$ cat src/rtl/tsc_stream_rx.sv
// TSC stream receiver: requests a buffer dump on trigger, deserialises
// sd into a byte frame and serves it to the host. Option: RX_TIMEOUT_EN.
module tsc_stream_rx #(
  parameter int DEPTH   = 32,
  parameter int AW      = 5,
  parameter int TIMEOUT = 1024
) (
  input  logic          clk,
  input  logic          reset_n,
  input  logic          trd,
  input  logic          sd,
  input  logic          cd,
  input  logic [31:0]   trigtm,
  output logic          sbf,
  input  logic [AW-1:0] rd_addr,
  output logic [7:0]    rd_data,
  output logic          frame_valid,
  input  logic          frame_ack,
  output logic [AW:0]   byte_count,
  output logic [31:0]   trig_time,
  output logic          overflow,
  output logic          frame_err,
  output logic          busy
);

  typedef enum logic [1:0] {
    IDLE,
    REQ,
    SHIFT,
    HOLD
  } state_t;

  localparam logic [AW:0] FULL = (AW+1)'(DEPTH);

  state_t     state;
  state_t     state_nx;
  logic [7:0] sh;
  logic [7:0] sh_nx;
  logic [2:0] bit_cnt;
  logic       byte_done;
  logic       full;
  logic       wr_en;
  logic       tmo;
  logic       fin;
  logic [7:0] mem [DEPTH];

`ifdef RX_TIMEOUT_EN
  localparam int TW = $clog2(TIMEOUT + 1);
  logic [TW-1:0] to_cnt;
`endif

  // Status outputs decoded straight from the state register
  always_comb begin
    sbf         = (state == REQ) || (state == SHIFT);
    frame_valid = (state == HOLD);
    busy        = (state != IDLE);
  end

  // Byte assembly, write enable and end-of-frame detection
  always_comb begin
    sh_nx     = {sh[6:0], sd};
    byte_done = (state == SHIFT) && (bit_cnt == 3'd7);
    full      = (byte_count == FULL);
    wr_en     = byte_done && !full;
    tmo       = 1'b0;
`ifdef RX_TIMEOUT_EN
    tmo = (state == SHIFT) && !cd &&
          (to_cnt == TW'(TIMEOUT - 1));
`endif
    fin = (state == SHIFT) && (cd || tmo);
  end

  // State register
  always_ff @(posedge clk or negedge reset_n) begin
    if (!reset_n) state <= IDLE;
    else          state <= state_nx;
  end

  // Next-state logic
  always_comb begin
    state_nx = state;
    unique case (state)
      IDLE:  if (trd && !frame_valid) state_nx = REQ;
      REQ:   state_nx = SHIFT;
      SHIFT: if (fin) state_nx = HOLD;
      HOLD:  if (frame_ack) state_nx = IDLE;
      default: state_nx = IDLE;
    endcase
  end

  // Frame bookkeeping: shifter, counters, flags, timestamp
  always_ff @(posedge clk or negedge reset_n) begin
    if (!reset_n) begin
      sh         <= '0;
      bit_cnt    <= '0;
      byte_count <= '0;
      trig_time  <= '0;
      overflow   <= 1'b0;
      frame_err  <= 1'b0;
`ifdef RX_TIMEOUT_EN
      to_cnt     <= '0;
`endif
    end else begin
      unique case (state)
        IDLE: begin
          if (trd) begin
            trig_time  <= trigtm;
            byte_count <= '0;
            overflow   <= 1'b0;
            frame_err  <= 1'b0;
            sh         <= '0;
            bit_cnt    <= '0;
          end
        end
        REQ: begin
`ifdef RX_TIMEOUT_EN
          to_cnt <= '0;
`endif
        end
        SHIFT: begin
          sh      <= sh_nx;
          bit_cnt <= bit_cnt + 3'd1;
`ifdef RX_TIMEOUT_EN
          to_cnt  <= to_cnt + TW'(1);
`endif
          if (byte_done) begin
            if (full) overflow <= 1'b1;
            else byte_count <= byte_count + (AW+1)'(1);
          end
          if (fin) begin
            sh      <= '0;
            bit_cnt <= '0;
            if (cd && bit_cnt != 3'd7) frame_err <= 1'b1;
            if (tmo) frame_err <= 1'b1;
          end
        end
        default: ;
      endcase
    end
  end

  // Frame buffer write port
  always_ff @(posedge clk) begin
    if (wr_en) mem[byte_count[AW-1:0]] <= sh_nx;
  end

  // Registered host read port
  always_ff @(posedge clk or negedge reset_n) begin
    if (!reset_n) rd_data <= '0;
    else          rd_data <= mem[rd_addr];
  end

endmodule

$ cat config.mk
export PLATFORM = sky130hd
export DESIGN_NAME = tsc_stream_rx
export DESIGN_NICKNAME = d
export VERILOG_FILES = /design/src/rtl/tsc_stream_rx.sv
export SDC_FILE = /design/constraint.sdc
export NUM_CORES = 1
export LEC_CHECK = 0
export BUFFER_PORTS_ARGS = -buffer_cell sky130_fd_sc_hd__clkbuf_2
export CAP_MARGIN = 20
export CORE_ASPECT_RATIO = 0.7
export CORE_UTILIZATION = 64
export CTS_BUF_LIST = sky130_fd_sc_hd__clkbuf_16
export DETAILED_ROUTE_END_ITERATION = 8
export GPL_TIMING_DRIVEN = 0
export MAX_ROUTING_LAYER = met4
export PLACE_DENSITY = 0.81
export RECOVER_POWER = 100
export SETUP_SLACK_MARGIN = 0.02
export SYNTH_ARGS = -nofsm -noshare
export SYNTH_HDL_FRONTEND = slang
export SYNTH_SLANG_ARGS = --single-unit
$ cat constraint.sdc
create_clock -name clk -period 4.1 [get_ports clk]
set_clock_uncertainty 0.05 [all_clocks]
set_input_delay 1.23 -clock clk [delete_from_list [all_inputs] [get_ports clk]]
set_output_delay 1.23 -clock clk [all_outputs]
set_load 0.005 [all_outputs]
# Word level (Yosys, flattened, before mapping)
# Memory sizes are Yosys's and may differ from the RTL's. A register that Yosys moved wholly into a read port is not among the register bits.
# Cells that the tools add are included.
dict set report totals {
  ff_bits 52
  latchBits 0
  ram_bits 256
  romBits 0
  input_bits 43
  out_inout_bits 51
  mem_count 1
}
dict set report classes {
  addsub 2
  mul 0
  div_mod_pow 0
  magnitude_cmp 0
  n_eq_ne 14
  shift 0
  mux 23
  bitwise 0
  n_reduce_logical 18
}
# memory words width rd rd_ports_with_merged_regs write_ports line
set memory_table {}
lappend memory_table {mem 32 8 1 1 1 45} ;# logic [7:0] mem [DEPTH];
# cell n
set ops {}
lappend ops {{$mux W6} 3}
lappend ops {{$mux W7} 2}
lappend ops {{$pmux W7 S2} 1}
lappend ops {{$ne A2 B2 Y1 const B} 6}
lappend ops {{$pmux W6 S2} 1}
lappend ops {{$reduce_and A4 Y1} 3}
lappend ops {{$pmux W2 S4} 1}
lappend ops {{$mux W1} 7}
lappend ops {{$add A6 B1 Y6 const B} 1}
lappend ops {{$eq A6 B6 Y1 const B} 1}
lappend ops {{$mux W2} 3}
lappend ops {{$mux W3} 2}
lappend ops {{$pmux W3 S2} 1}
lappend ops {{$logic_and A1 B1 Y1} 5}
lappend ops {{$eq A2 B2 Y1 const B} 2}
lappend ops {{$ne A2 B1 Y1 const B} 2}
lappend ops {{$pmux W1 S2} 2}
lappend ops {{$reduce_and A2 Y1} 2}
lappend ops {{$reduce_bool A2 Y1} 2}
lappend ops {{$add A3 B1 Y3 const B} 1}
lappend ops {{$eq A3 B3 Y1 const B} 1}
lappend ops {{$logic_not A1 Y1} 3}
lappend ops {{$ne A3 B3 Y1 const B} 1}
lappend ops {{$reduce_and A3 Y1} 1}
lappend ops {{other kinds (3)} 3}

# Longest topological paths before layout
# Gate-level depths: netlist of the first run.
dict set report logic_depth {
  depth_word 5
  depth_mapped 6
  ltp_nobuf 6
}

# Least setup slack after synthesis of the first run
# Ideal clock, no wire load.
dict set report synth_path {
  path_kind {in2reg}
  startpoint {input rd_addr[1]}
  endpoint {register rd_data[4] (read register of mem)}
  setup_ns 0.125
  arrival_time_ns 2.293
  path_slack_ns 1.632
  cell_stages 5
  n_path_buf 2
  cell_sequence {buf_6 > buf_4 > mux4_2 > o22ai_1 > nor4_1}
}
# item line
set synth_lines {}
lappend synth_lines {{start: declaration} 15} ;# input logic [AW-1:0] rd_addr,
lappend synth_lines {{end: declaration} 16} ;# output logic [7:0] rd_data,

# Final worst setup path of the first run
dict set report layout_path {
  startpoint {register byte_count[2]}
  endpoint {memory mem[15][0], enable pin}
}
dict set report layout_between {
  elab_chain_len 5
}
# item line
set layout_lines {}
lappend layout_lines {{start: declaration} 19} ;# output logic [AW:0] byte_count,
lappend layout_lines {{start signal: assignment} 128} ;# else byte_count <= byte_count + (AW+1)'(1);
lappend layout_lines {{$eq A6 B6 Y1} 63} ;# full = (byte_count == FULL);
lappend layout_lines {{$logic_not A1 Y1} 64} ;# wr_en = byte_done && !full;
lappend layout_lines {{$logic_and A1 B1 Y1} 64}
lappend layout_lines {{$mux W1} 144} ;# if (wr_en) mem[byte_count[AW-1:0]] <= sh_nx;
lappend layout_lines {{$mux W1 (not written as such)} 144}
lappend layout_lines {{end: declaration} 45}
# Several ways; a longest one is shown, not always the timed one.

==> qor.csv, run 1 <==
stage,metric,value,unit
clock_tree,clk_latency,0.54,ns
sta,min_period,3.28,ns
finish,final_nets,788,
finish,regArea,0.00919,mm2
setup_path,rrSetupSlack,0.82,ns
sta,worst_pin_slew,1.72,ns
setup_path,cp.buffers_inverters,2,
clock_tree,postCtsHoldBufs,0,
logic_synthesis,ys_warn_count,0,
clock_tree,cts-root-buf,clkbuf_16,
logic_synthesis,synth-simple-area-share,3.34,%
worst_hold_path,hold_depth,1,
logic_synthesis,yosysTopAreaCellShare,62.7,%
drt,detail-route-antenna-nets,0,
logic_synthesis,synth_area_per_cell,20.1,um2
clock_tree,cts_tree,done,
clock_tree,cts_resized,0,
clock_tree,postCtsSetupBuffers,0,
finish,layout-drive-gt1-share,29.6,%
global_route,overflow,0,
setup_path,cp_slowest_stage_delay,0.99,ns
place,io_buffer_count,88,
setup_path,crit_path_start_kind,flip-flop,
die,die_w,167,um
die,die_y,118,um
sta,slew_violations,95,
logic_synthesis,synthMuxAreaShare,15.3,%
finish,num_antenna_cells,0,
worst_hold_path,min_path_type,flip-flop to flip-flop,
setup_path,arrival,3.41,ns
finish,area_delta_synth_final,13.1,%
setup_path,cp.required,4.22,ns
setup_path,worstReg2RegEnd,mem[15][0]$_DFFE_PP_,
die,start_util,66.8,%
drt,drc,0,
worst_hold_path,worstHoldStart,trig_time[2]$_DFFE_PN0P_,
global_route,grt_max_degree,61,
setup_path,worstRegToRegCells,5,
logic_synthesis,synth_xor_area_share,0,%
clock_tree,clk_pin_slew,0.07,ns
place,globalplace.congestion,0.930,
power_and_ir_drop,p_per_area,548,mW/mm2
sta,tns,0,ns
power_and_ir_drop,max-vdd-ir-drop,0.435,mV
place,dp_hpwl,16.9,mm
setup_path,cpMostUsedCell,clkbuf_1,
logic_synthesis,postSynth.topFlopCell,edfxtp_1,
logic_synthesis,synthCells,609,
outcome,status,"finished, violations left",
clock_tree,cts_buffers,29,
drt,num_vias,6754,
setup_path,critical-path-top-delay-family,simple AND/OR/NAND/NOR gates,
die,dieArea,0.0197,mm2
clock_tree,clkSinkCount,316,
drt,first_pass_iters,5,
logic_synthesis,synth-edff-count,256,
global_route,antenna_found_initial,0,
logic_synthesis,synth.area.top_cells,"edfxtp_1 63%, dfrtp_1 12%, mux4_2 12%",
logic_synthesis,synth_top_family_by_area,multiplexers,
drt,wire_per_inst,28.6,um
sta,rsz0062_at_grt,false,
outcome,violations,"max-capacitance violations, max-slew violations",
finish,fill_cells,997,
logic_synthesis,synth-seq-cells,316,
power_and_ir_drop,report.power.total,0.00761,W
setup_path,crit_chain,"clkbuf_1, or3_2, clkbuf_1, o211ai_1, nor2_1",
setup_path,r2r-start,byte_count[2]$_DFFE_PN0P_,
setup_path,slowest_stage,o211ai_1,
global_route,grt_use_total,29.7,%
worst_hold_path,holdPathEnd,trig_time[2]$_DFFE_PN0P_,
sta,relSlewSlack,-14.8,%
die,pin_count,94,
global_route,grt_first_pass_wirelength,41.2,mm
setup_path,critPathMaxFanout,10,
logic_synthesis,yosysTopAreaCell,edfxtp_1,
drt,avgViaCountPerCell,6.82,
logic_synthesis,ys_types,43,
flow_run,max_cap_viol_count,2,
drt,totalWireLength,28.3,mm
logic_synthesis,synth.net_count,663,
logic_synthesis,async_reset_ff_share,19.0,%
logic_synthesis,synth_compound_area_share,3.53,%
sta,hold_violations,0,
die,row_count,41,
drt,first_iter_violations,864,
finish,multiInputGateArea,0.00283,mm2
setup_path,path_class,flip-flop to flip-flop,
setup_path,worstSetupEndpointType,flip-flop,
clock_tree,htree_levels,1,
sta,maxClockFrequency,0.305,GHz
sta,setup_viol,0,
logic_synthesis,syn-cell-area,0.0123,mm2
logic_synthesis,synth_fa_ha_area_share,1.12,%
clock_tree,clockBufferDepth,3,
global_route,grt_pass1_vias,6659,
finish,utilization,75.6,%
die,core_area,0.0184,mm2
sta,finalCritPeriodShare,80.0,%
power_and_ir_drop,cellLeakagePower,4.80,nW
logic_synthesis,synth_seq_area_share,74.9,%
==> how the worst max path moves through the flow <==
stage,from,to,slack (ns),depth (start not counted)
after CTS,byte_count[0]$_DFFE_PN0P_,mem[24][3]$_DFFE_PP_,1.20,6
after global routing,byte_count[2]$_DFFE_PN0P_,mem[15][2]$_DFFE_PP_,0.73,5
after global placement,rd_addr[2],rd_data[0]$_DFF_PN0_,1.14,5
after detailed placement,rd_addr[2],rd_data[3]$_DFF_PN0_,1.08,5
final,byte_count[2]$_DFFE_PN0P_,mem[15][0]$_DFFE_PP_,0.82,5
after floorplan,rd_addr[1],rd_data[4]$_DFF_PN0_,1.63,5
==> kinds of logic after synthesis <==
family,Yosys count
flops,316
compound gates,57
simple gates,84
fa+ha+maj,11
mux,103
buf+inv,38
==> final cells by class <==
type                       count  share of cell area, %
sequential                   316                   66.2
multi-input combinational    255                   20.4
clock buffer                  30                   5.41
timing repair buffer          94                   3.12
tap                          236                   2.13
buffer                        28                   1.22
clock inverter                21                   1.21
inverter                      10                  0.271
==> synthesized netlist by cell type, types with 2 or more instances <==
library cell and number:
or3_1 3, dfrtp_1 60, buf_2 7, o21ai_0 3, a21oi_1 2, buf_1 5, o211ai_4 2, nor2_1 35
edfxtp_1 256, nor4_1 8, a22o_1 9, ha_1 11, nand2_1 12, or3b_2 2, o22ai_1 32, inv_1 10
mux2_2 34, mux2i_1 5, mux4_2 64, buf_6 9, nor3_1 2, nand3b_1 3, clkbuf_1 5, nand3_1 11
==> layer usage <==
layer  up-vias  wire (um)  global-route usage (%)
li1       2728          -                       -
met1      3477      11200                    44.3
met2       486      13100                    43.5
met3        63       3370                    6.15
met4         0        701                    6.31
met5         -          0                       -
==> layout by cell type (no fill, tap or decap), drive strengths merged, types with 8 or more instances in the layout <==
cell    count
a22o        9
buf        15
clkbuf    137
clkinv      8
dfrtp      60
edfxtp    256
ha         11
inv        18
mux2       34
mux4       64
nand2      13
nand3      11
nor2       35
nor4        8
o22ai      32
==> flip-flops by register name (all words and copies together), names as in the netlist <==
name	cells
bit_cnt	3
byte_count	6
frame_err	1
mem	256
overflow	1
rd_data	8
sh	7
state	2
trig_time	32
==> through the flow <==
step	worst slack, ns	std cells	hold WS, ns	area [um2]
5_1_grt	0.733	990	0.470	13900
3_3_place_gp	1.14	933	0.437	13000
6_report	0.819	990	0.456	13900
3_5_place_dp	1.08	933	0.442	13000
2_1_floorplan	1.63	609	0.427	12300
4_1_cts	1.20	984	0.457	13900
==> power by group <==
part | switching [W] | internal, W | total (W) | leakage (nW)
sequential | 0.000159 | 0.00375 | 0.00391 | 3.05
clock | 0.00118 | 0.00145 | 0.00263 | 0.467
combinational | 0.000603 | 0.000466 | 0.00107 | 1.28
total | 0.00194 | 0.00567 | 0.00761 | 4.80
==> worst register-to-register path, stage by stage (launching register included) <==
cell      delay, ns
dfrtp_1        0.38
clkbuf_1       0.24
or3_2          0.52
clkbuf_1       0.21
o211ai_1       1.00
nor2_1         0.51
No activity file was read; power rests on OpenSTA's default activity.
==> run 2: changes to the inputs <==
--- a/config.mk
+++ b/config.mk
@@ -8,12 +8,12 @@
 export BUFFER_PORTS_ARGS = -buffer_cell sky130_fd_sc_hd__clkbuf_2
 export CAP_MARGIN = 20
 export CORE_ASPECT_RATIO = 0.7
-export CORE_UTILIZATION = 64
+export CORE_UTILIZATION = 54
 export CTS_BUF_LIST = sky130_fd_sc_hd__clkbuf_16
 export DETAILED_ROUTE_END_ITERATION = 8
 export GPL_TIMING_DRIVEN = 0
 export MAX_ROUTING_LAYER = met4
-export PLACE_DENSITY = 0.81
+export PLACE_DENSITY = 0.73
 export RECOVER_POWER = 100
 export SETUP_SLACK_MARGIN = 0.02
 export SYNTH_ARGS = -nofsm -noshare
==> constraint.sdc (replaced) <==
create_clock -name clk -period 2.7 [get_ports clk]
set_clock_uncertainty 0.05 [all_clocks]
set_input_delay 0.81 -clock clk [delete_from_list [all_inputs] [get_ports clk]]
set_output_delay 0.81 -clock clk [all_outputs]
set_load 0.005 [all_outputs]
==> qor.csv, run 2 (synthesis gave the netlist of run 1 again) <==
stage,metric,value,unit
setup_path,critPathMaxFanout,8,
finish,layout_commonest_cell,edfxtp_1,
global_route,grt_max_degree,61,
finish,layout-drive-gt1-share,33.6,%
clock_tree,clkSinkCount,316,
sta,rsz0062_at_grt,true,
setup_path,crit_path_start_kind,flip-flop,
sta,finalCritPeriodShare,102,%
drt,first_iter_violations,608,
finish,utilization,64.1,%
power_and_ir_drop,p_per_area,819,mW/mm2
finish,area_delta_synth_final,14.8,%
setup_path,worstSetupEndpointType,flip-flop,
finish,largest_register_ffs,256,
clock_tree,cts_buffers,29,
place,dp_hpwl,16.8,mm
worst_hold_path,min_path_type,input port to flip-flop,
die,core_area,0.0220,mm2
flow_run,max_cap_viol_count,4,
die,pin_count,94,
sta,maxClockFrequency,0.364,GHz
drt,first_pass_iters,5,
power_and_ir_drop,cellLeakagePower,4.83,nW
global_route,grt_pass1_vias,6522,
clock_tree,cts-root-buf,clkbuf_16,
sta,min_period,2.75,ns
die,die_w,182,um
setup_path,crit_chain,"inv_1, ha_1, nand2_1, a21oi_1, nand2_1, nor2_2",
place,place_ws,-0.0827,ns
clock_tree,clockBufferDepth,3,
global_route,antenna_found_initial,0,
global_route,grt_first_pass_wirelength,39.6,mm
drt,avgViaCountPerCell,6.28,
setup_path,arrival,2.88,ns
place,globalplace.congestion,0.983,
die,row_count,45,
finish,mostFrequentLayoutCells,"256 x edfxtp_1, 64 x mux4_2, 64 x clkbuf_2",
sta,relSlewSlack,-3.66,%
drt,drc,0,
die,die_y,128,um
setup_path,path_class,flip-flop to flip-flop,
die,dieArea,0.0233,mm2
place,io_buffer_count,88,
clock_tree,htree_levels,1,
sta,setup_viol,49,
clock_tree,clk_pin_slew,0.07,ns
clock_tree,clk_latency,0.55,ns
finish,num_antenna_cells,0,
power_and_ir_drop,max-vdd-ir-drop,0.633,mV
outcome,status,"finished, violations left",
drt,num_vias,6527,
drt,detail-route-antenna-nets,0,
setup_path,cp.required,2.83,ns
drt,totalWireLength,26.4,mm
global_route,overflow,0,
clock_tree,cts_resized,9,
setup_path,cpMostUsedCell,nand2_1,
clock_tree,cts_tree,done,
sta,slew_violations,125,
sta,worst_pin_slew,1.55,ns
outcome,violations,"max-capacitance violations, max-slew violations, negative setup slack",
clock_tree,postCtsSetupBuffers,0,
drt,wire_per_inst,25.4,um
sta,hold_violations,0,
die,start_util,55.9,%
global_route,grt_use_total,23.9,%
sta,worst_slack,-0.0457,ns
clock_tree,postCtsHoldBufs,0,
finish,final_nets,789,
setup_path,slowest_stage,nor2_2,
setup_path,cp_slowest_stage_delay,0.58,ns
==> run 2: changes by cell type in the layout (fill, tap and decap cells not counted), moves of 3 or more <==
cell	before	now
inv_2	0	3
clkbuf_16	30	33
nor2_4	0	8
nor2_1	35	11
nor2_2	0	16
clkinv_2	2	7
==> run 2: worst max-delay path: cells and delay by family, from the launching register on <==
family / cells / cell delay (ns)
fa+ha+maj: 1 / 0.33
simple gates: 3 / 1.16
buf+inv: 1 / 0.15
flops: 1 / 0.39
compound gates: 1 / 0.30
==> run 2: layout make-up <==
type	count	area [um2]
Clock inverter	21	100
Buffer	28	183
Timing Repair Buffer	95	435
Inverter	10	37.5
Tap cell	282	353
Fill cell	1492	7880
Multi-Input combinational cell	255	2950
Sequential cell	316	9190
Clock buffer	33	826
==> run 2: through the flow <==
step	hold slack, ns	cell area [um2]	instances	total power, W	setup TNS [ns]
final	0.441	14100	1040	0.0115	-0.942
after global routing	0.432	14100	1040	0.0119	-19.24
after CTS	0.363	14000	1033	0.0115	-4.96
after detailed placement	0.447	13100	979	0.00768	-3.29
after global placement	0.438	13100	979	0.00757	0
after floorplan	0.427	12300	609	0.00694	0
==> run 2: path summary, 6_finish.rpt <==
path	start	end	slack [ns]	cells past startpoint
max	state[0]$_DFFE_PN0P_	mem[9][1]$_DFFE_PP_	-0.05	6
min	trigtm[3]	trig_time[3]$_DFFE_PN0P_	0.44	2
max reg2reg	state[0]$_DFFE_PN0P_	mem[9][1]$_DFFE_PP_	-0.05	6
min reg2reg	trig_time[8]$_DFFE_PN0P_	trig_time[8]$_DFFE_PN0P_	0.46	1
max in group asynchronous	reset_n	rd_data[0]$_DFF_PN0_	1.06	1
min in group asynchronous	reset_n	trig_time[8]$_DFFE_PN0P_	0.59	1
==> run 2: per-layer routing <==
| metal | global-route usage (%) | part of all wire, % | vias up |
|---|---|---|---|
| li1 | - | - | 2732 |
| met2 | 35.9 | 47 | 353 |
| met5 | - | 0 | - |
| met1 | 34.5 | 42 | 3395 |
| met4 | 5.73 | 2.1 | 0 |
| met3 | 4.49 | 9.6 | 47 |
==> run 2: power by group <==
group          leakage, nW  internal (W)  switching (W)
clock                0.487       0.00219        0.00175
sequential            3.05       0.00569       0.000230
combinational         1.29      0.000726       0.000938
total                 4.83       0.00860        0.00292
